==> src/rtl/ser_word_feeder_pkg.sv <==
// ser_word_feeder_pkg: state encodings, default sizing and helpers shared with the detector integration top
package ser_word_feeder_pkg;
   typedef enum logic [1:0] {ST_IDLE = 2'd0, ST_SHIFT = 2'd1, ST_GAP = 2'd2} state_t;
   localparam int DEF_WIDTH = 8;
   localparam int DEF_GAP = 0;
   function automatic int cw(input int n);
      return n > 1 ? $clog2(n) : 1;
   endfunction
endpackage

==> src/rtl/ser_word_feeder_if.sv <==
// ser_word_feeder_if: word input handshake plus serial output and status of the feeder
interface ser_word_feeder_if
   import ser_word_feeder_pkg::*;
   #(parameter int WIDTH = DEF_WIDTH);
   logic [WIDTH-1:0] DIN;
   logic             DIN_VALID;
   logic             DIN_READY;
   logic             X;
   logic             X_VALID;
   logic             WORD_DONE;
   logic [7:0]       WORD_CNT;
   modport master (output DIN, DIN_VALID, input DIN_READY, X, X_VALID, WORD_DONE, WORD_CNT);
   modport slave (input DIN, DIN_VALID, output DIN_READY, X, X_VALID, WORD_DONE, WORD_CNT);
endinterface

==> src/rtl/ser_word_ctr.sv <==
// ser_word_ctr: loadable down-counter (N-1 .. 0) with terminal flag at zero
module ser_word_ctr #(
   parameter int N = 2,
   parameter int W = 1
) (
   input  logic         CLK,
   input  logic         RST,
   input  logic         load,
   input  logic         en,
   output logic [W-1:0] cnt,
   output logic         last
);
   always_ff @(posedge CLK or negedge RST) begin
      if (!RST) cnt <= '0;
      else if (load) cnt <= W'(N - 1);
      else if (en && cnt != '0) cnt <= cnt - W'(1);
   end
   assign last = cnt == '0;
endmodule

==> src/rtl/ser_word_feeder.sv <==
// ser_word_feeder: MSB-first serialiser of handshaked words onto X, with optional idle gap and word counter
module ser_word_feeder
   import ser_word_feeder_pkg::*;
   #(
   parameter int   WIDTH    = DEF_WIDTH,
   parameter int   GAP      = DEF_GAP,
   parameter logic IDLE_BIT = 1'b0
) (
   input logic             CLK,
   input logic             RST,
   ser_word_feeder_if.slave bus
);
   localparam int BW = cw(WIDTH);
   localparam int GW = cw(GAP + 1);
   localparam int GN = GAP > 0 ? GAP : 1;
   state_t           state, nxt_state;
   logic [WIDTH-1:0] sh, nxt_sh;
   logic [BW-1:0]    bit_cnt;
   logic [GW-1:0]    gap_cnt;
   logic             bit_last, gap_last, ready, accept;
   logic             x, x_valid, word_done;
   logic [7:0]       word_cnt;
   ser_word_ctr #(.N(WIDTH), .W(BW)) u_bit (
      .CLK(CLK), .RST(RST), .load(accept), .en(state == ST_SHIFT),
      .cnt(bit_cnt), .last(bit_last)
   );
   ser_word_ctr #(.N(GN), .W(GW)) u_gap (
      .CLK(CLK), .RST(RST), .load(state == ST_SHIFT && nxt_state == ST_GAP), .en(state == ST_GAP),
      .cnt(gap_cnt), .last(gap_last)
   );
   always_comb begin
      ready = state == ST_IDLE || (state == ST_SHIFT && bit_last && GAP == 0) || (state == ST_GAP && gap_last);
      accept = bus.DIN_VALID && ready;
      nxt_sh = accept ? bus.DIN : state == ST_SHIFT ? sh << 1 : sh;
      nxt_state = accept ? ST_SHIFT :
                  state == ST_SHIFT && bit_last ? (GAP > 0 ? ST_GAP : ST_IDLE) :
                  state == ST_GAP && gap_last ? ST_IDLE : state;
   end
   // X and flags are registered from the next-state view so they line up with the shift register
   always_ff @(posedge CLK or negedge RST) begin
      if (!RST) begin
         state     <= ST_IDLE;
         sh        <= '0;
         x         <= IDLE_BIT;
         x_valid   <= 1'b0;
         word_done <= 1'b0;
         word_cnt  <= '0;
      end else begin
         state     <= nxt_state;
         sh        <= nxt_sh;
         x         <= nxt_state == ST_SHIFT ? nxt_sh[WIDTH-1] : IDLE_BIT;
         x_valid   <= nxt_state == ST_SHIFT;
         word_done <= state == ST_SHIFT && bit_cnt == BW'(1);
         if (state == ST_SHIFT && bit_last && word_cnt != 8'hFF) word_cnt <= word_cnt + 8'd1;
      end
   end
   assert property (@(posedge CLK) disable iff (!RST) gap_cnt < GW'(GN));
   assign bus.DIN_READY = ready;
   assign bus.X         = x;
   assign bus.X_VALID   = x_valid;
   assign bus.WORD_DONE = word_done;
   assign bus.WORD_CNT  = word_cnt;
endmodule

==> src/flat_wrapper.sv <==
// flat-port wrapper written by rule: the top's interface ports become plain ports
module ser_word_feeder_flat import ser_word_feeder_pkg::*;
#(
   parameter int   WIDTH    = DEF_WIDTH,
   parameter int   GAP      = DEF_GAP,
   parameter logic IDLE_BIT = 1'b0
)
  (CLK, RST, bus_DIN, bus_DIN_VALID, bus_DIN_READY, bus_X, bus_X_VALID, bus_WORD_DONE, bus_WORD_CNT);
  ser_word_feeder_if #(.WIDTH(WIDTH)) bus_i ();
  input logic CLK;
  input logic RST;
  input wire logic [$bits(bus_i.DIN)-1:0] bus_DIN;
  input wire logic [$bits(bus_i.DIN_VALID)-1:0] bus_DIN_VALID;
  output wire logic [$bits(bus_i.DIN_READY)-1:0] bus_DIN_READY;
  output wire logic [$bits(bus_i.X)-1:0] bus_X;
  output wire logic [$bits(bus_i.X_VALID)-1:0] bus_X_VALID;
  output wire logic [$bits(bus_i.WORD_DONE)-1:0] bus_WORD_DONE;
  output wire logic [$bits(bus_i.WORD_CNT)-1:0] bus_WORD_CNT;
  assign bus_i.DIN = bus_DIN;
  assign bus_i.DIN_VALID = bus_DIN_VALID;
  assign bus_DIN_READY = bus_i.DIN_READY;
  assign bus_X = bus_i.X;
  assign bus_X_VALID = bus_i.X_VALID;
  assign bus_WORD_DONE = bus_i.WORD_DONE;
  assign bus_WORD_CNT = bus_i.WORD_CNT;
  ser_word_feeder #(.WIDTH(WIDTH), .GAP(GAP), .IDLE_BIT(IDLE_BIT)) u_core (.CLK(CLK), .RST(RST), .bus(bus_i));
endmodule
==> config.mk <==
export PLATFORM = sky130hd
export DESIGN_NAME = ser_word_feeder_flat
export DESIGN_NICKNAME = d
export VERILOG_FILES = /design/src/rtl/ser_word_feeder_pkg.sv /design/src/rtl/ser_word_feeder_if.sv /design/src/rtl/ser_word_ctr.sv /design/src/rtl/ser_word_feeder.sv /design/src/flat_wrapper.sv
export SDC_FILE = /design/constraint.sdc
export NUM_CORES = 1
export LEC_CHECK = 0
export BUFFER_PORTS_ARGS = -buffer_cell sky130_fd_sc_hd__buf_2
export CAP_MARGIN = 0
export CELL_PAD_IN_SITES_DETAIL_PLACEMENT = 1
export CELL_PAD_IN_SITES_GLOBAL_PLACEMENT = 1
export CORE_UTILIZATION = 46
export DETAILED_ROUTE_END_ITERATION = 7
export PLACE_DENSITY_LB_ADDON = 0.1
export RECOVER_POWER = 50
export SLEW_MARGIN = 30
export SYNTH_ARGS = -nofsm -noshare
export SYNTH_HDL_FRONTEND = slang
export SYNTH_SLANG_ARGS = --single-unit
export TNS_END_PERCENT = 20
==> constraint.sdc <==
create_clock -name CLK -period 4.2 [get_ports CLK]
set_input_delay 0.42 -clock CLK [delete_from_list [all_inputs] [get_ports CLK]]
set_output_delay 0.42 -clock CLK [all_outputs]
set_load 0.005 [all_outputs]
==> results.txt <==
----------------------------------------------------
[Run status]
  Run status ... finished clean

[Placed design]
  Setup Slack @ Placement ... 2.15 ns
  Count of buffers inserted at the top-level ports ... 22
  RePlAce Congestion ... 0.791
  DP HPWL ... 2.04 mm

[Critical path]
  Depth of the most critical reg-to-reg path ... 5
  Flop-to-flop setup slack ... 2.10 ns
  Worst setup EP type ... primary output
  Category of the worst setup path launch point ... register
  R2R Path Start ... u_core.u_bit.cnt[0]
  Cells traversed along the worst timing path ... inv_1, ha_1, nand4bb_1, a21oi_1, buf_2
  Worst setup path class ... reg2out
  Reg2reg end ... u_core.sh[6]
  Delay of the slowest cell on the worst path ... 0.42 ns
  Slowest cell on the critical path ... dfrtp_1
  Largest fanout on the critical path ... 8
  Data arrival time at the worst-slack endpoint ... 1.86 ns
  CP bufs+invs ... 2
  Required arrival time at the worst endpoint ... 3.78 ns
  Largest delay contributor family on the critical path ... flip-flops

[Yosys]
  Share of async-settable or async-resettable flops after synthesis ... 100%
  Number of nets in the synthesized netlist ... 125
  Number of distinct library cell variants in the gate-level netlist after synthesis ... 36
  Seq cells post-synth ... 25
  Main flop type after synthesis ... dfrtp_1
  Post-synthesis area per instance ... 11.6 um^2
  Post-synthesis sequential area ratio ... 49.1%
  Post-Syn Area ... 1270 um^2
  Number of flops mapped to enable cells by yosys ... 0
  Number of warning messages in the yosys log ... 0
  Mapped Cells ... 110

[Min path]
  Worst Min Path Start ... bus_DIN[5]
  Class of the most critical hold timing path ... in2reg
  Worst Hold Path EP ... u_core.sh[5]
  Cell depth of the worst min-delay path ... 2

[CTS]
  Sink Count ... 25
  Clock tree from TritonCTS ... built
  Clock buffers created by TritonCTS ... 3
  Number of buffers on the longest clock path ... 2
  Clock latency on the worst-skew pair ... 0.32 ns
  Root cell of the clock tree ... clkbuf_4
  Post-cts hold buffer count ... 0
  CTS-repair resized insts ... 0
  Reg clk slew, reported paths ... 0.14 ns
  CTS H-tree depth ... 1
  Post-CTS setup buffer count ... 0

[Timing]
  Normalized max-slew margin ... 10.7%
  Final setup skew ... 0.00975 ns
  Final-report setup violation count ... 0
  Max Fclk ... 439 MHz
  Setup_tns ... 0 ns
  Fin. max-slew vios ... 0
  Hold Violations, Final ... 0
  Hold slack ... 0.331 ns
  Fin crit period ... 2.28 ns
  Transition time of the tightest slew-check pin ... 1.34 ns
  Setup repair after global routing missed its margin ... no
  Worst Slack Setup Final ... 1.92 ns
  Final period utilization ... 54.2%

[Finish]
  Number of diodes ... 0
  Fill cell count ... 290
  Layout overhead on the synthesized area ... 11.3%
  Final net count ... 148
  Multi-input gate area in the final layout ... 589 um^2
  FF/Latch Area ... 626 um^2
  Layout cells sized above 1 ... 28.0%

[Detailed routing]
  DR DRC count ... 0
  Post-DR vias/cell ... 5.73
  DRC violation total after the first TritonRoute iteration ... 6
  Final wirelength ... 2.71 mm
  DR WL/cell ... 16.7 um
  Total iterations of the first detailed-routing run ... 4
  DRT antenna net count ... 0
  Via count ... 928

[Die]
  Placeable core region ... 2540 um^2
  Die area ... 2990 um^2
  Initial cell density of the core ... 50.1%
  Die W ... 54.6 um
  Die Height ... 54.6 um
  # IOs ... 23
  Std cell rows ... 18

[Global routing]
  Pin count of the biggest net entering global routing ... 26
  Remaining Overflow, GRT ... 0
  M3 GR Usage ... 2.50%
  Number of global-route vias before repair ... 950
  GRT Resource Usage Total ... 21.9%
  Initial antenna violation count ... 0
  Fraction of met1 tracks used by global routing ... 28.4%
  Met2 Use GR ... 37.8%
  Wire length of the first global-routing pass ... 4.54 mm
  Gr busiest metal ... met2

[Pwr]
  Max rail drop VDD ... 0.351 mV
  Total leakage power ... 0.709 nW
  Pwr dens ... 604 nW/um^2

[Job]
  Number of max-cap violations ... 0

----------------------------------------------------
## cells in the mapped netlist (2+ instances only)
| cell | number | area share, % |
|---|---|---|
| and3_1 | 3 | 1.5 |
| dfrtp_1 | 25 | 49 |
| nor3b_1 | 2 | 1.2 |
| and2_1 | 2 | 0.98 |
| ha_1 | 4 | 3.9 |
| xnor2_1 | 2 | 1.4 |
| inv_1 | 9 | 2.6 |
| mux2_2 | 11 | 9.7 |
| o21ai_0 | 4 | 1.6 |
| mux2_4 | 3 | 3.5 |
| nor2_1 | 3 | 0.88 |
| a211oi_1 | 2 | 1.2 |
| a2111oi_0 | 2 | 1.4 |
| xor2_1 | 2 | 1.4 |
| nand3_1 | 6 | 2.4 |
| nand2_1 | 4 | 1.2 |
| buf_2 | 3 | 1.2 |
| mux2i_1 | 3 | 2.4 |
| a21oi_1 | 3 | 1.2 |
## state kept, by name, indices dropped and copies added, names as in the netlist
register and flops:
u_core.bus.WORD_DONE 1, u_core.bus.WORD_CNT 8, u_core.u_bit.cnt 3, u_core.bus.X 1
u_core.bus.X_VALID 1, u_core.sh 8, u_core.u_gap.cnt 1, u_core.state 2
## worst max-delay path by stage
stage,to,from,depth (start not counted),slack [ns]
2_1_floorplan,u_core.sh[4],u_core.u_bit.cnt[0],7,2.36
3_3_place_gp,u_core.sh[1],u_core.state[0],3,2.23
3_5_place_dp,u_core.sh[6],u_core.u_bit.cnt[0],5,2.15
4_1_cts,bus_DIN_READY,u_core.u_bit.cnt[0],5,1.89
5_1_grt,bus_DIN_READY,u_core.u_bit.cnt[0],5,1.73
6_report,bus_DIN_READY,u_core.u_bit.cnt[0],5,1.92
## metal layers
metal	up-vias	part of all wire, %
met3	2	2.2
met4	0	0.70
li1	437	-
met2	12	50
met5	-	0
met1	477	47
## cell type report
class	count	share of cell area (%)
tap	30	2.65
inverter	9	2.38
clock inverter	1	0.353
multi-input combinational	72	41.5
sequential	25	44.1
clock buffer	3	1.59
timing repair buffer	22	7.41
## kinds of logic after synthesis
kind of cell,share of synthesized area (%)
AO/OA/AOI/OAI,10.6
XOR/XNOR,2.75
adder cells (fa/ha/maj),3.93
buffers and inverters,4.71
flip-flops,49.1
multiplexers,15.6
AND/OR/NAND/NOR,13.3
## placed cells by master, fill, tap and decap left out, types with 2 or more instances in the layout
| cell type | synthesis | layout |
|---|---|---|
| dfrtp_1 | 25 | 25 |
| buf_2 | 3 | 18 |
| mux2_2 | 11 | 11 |
| inv_1 | 9 | 9 |
| nand3_1 | 6 | 6 |
| nand2_1 | 4 | 4 |
| o21ai_0 | 4 | 4 |
| ha_1 | 4 | 4 |
| clkbuf_1 | 0 | 4 |
| nor2_1 | 3 | 3 |
| a21oi_1 | 3 | 3 |
| mux2i_1 | 3 | 3 |
| mux2_4 | 3 | 3 |
| and3_1 | 3 | 3 |
| clkbuf_4 | 0 | 3 |
| and2_1 | 2 | 2 |
| a2111oi_0 | 2 | 2 |
| nor3b_1 | 2 | 2 |
| a211oi_1 | 2 | 2 |
| xnor2_1 | 2 | 2 |
| xor2_1 | 2 | 2 |
## stage by stage
step / instance area (um^2) / total power, W / instances / util, %
2_1_floorplan: 1270 / 0.000649 / 110 / -
3_3_place_gp: 1400 / 0.000728 / 158 / 54.9
3_5_place_dp: 1400 / 0.000758 / 158 / 54.9
4_1_cts: 1420 / 0.000869 / 162 / 55.9
5_1_grt: 1420 / 0.000927 / 162 / 55.8
6_report: 1420 / 0.000857 / 162 / 55.8
## where the power goes
part | switching (W) | total [W] | leakage, nW | internal (W)
Sequential | 0.0000703 | 0.000395 | 0.314 | 0.000324
Clock | 0.0000728 | 0.000108 | 0.0177 | 0.0000356
Combinational | 0.000169 | 0.000354 | 0.377 | 0.000184
Power figures use the tool's default switching activity.
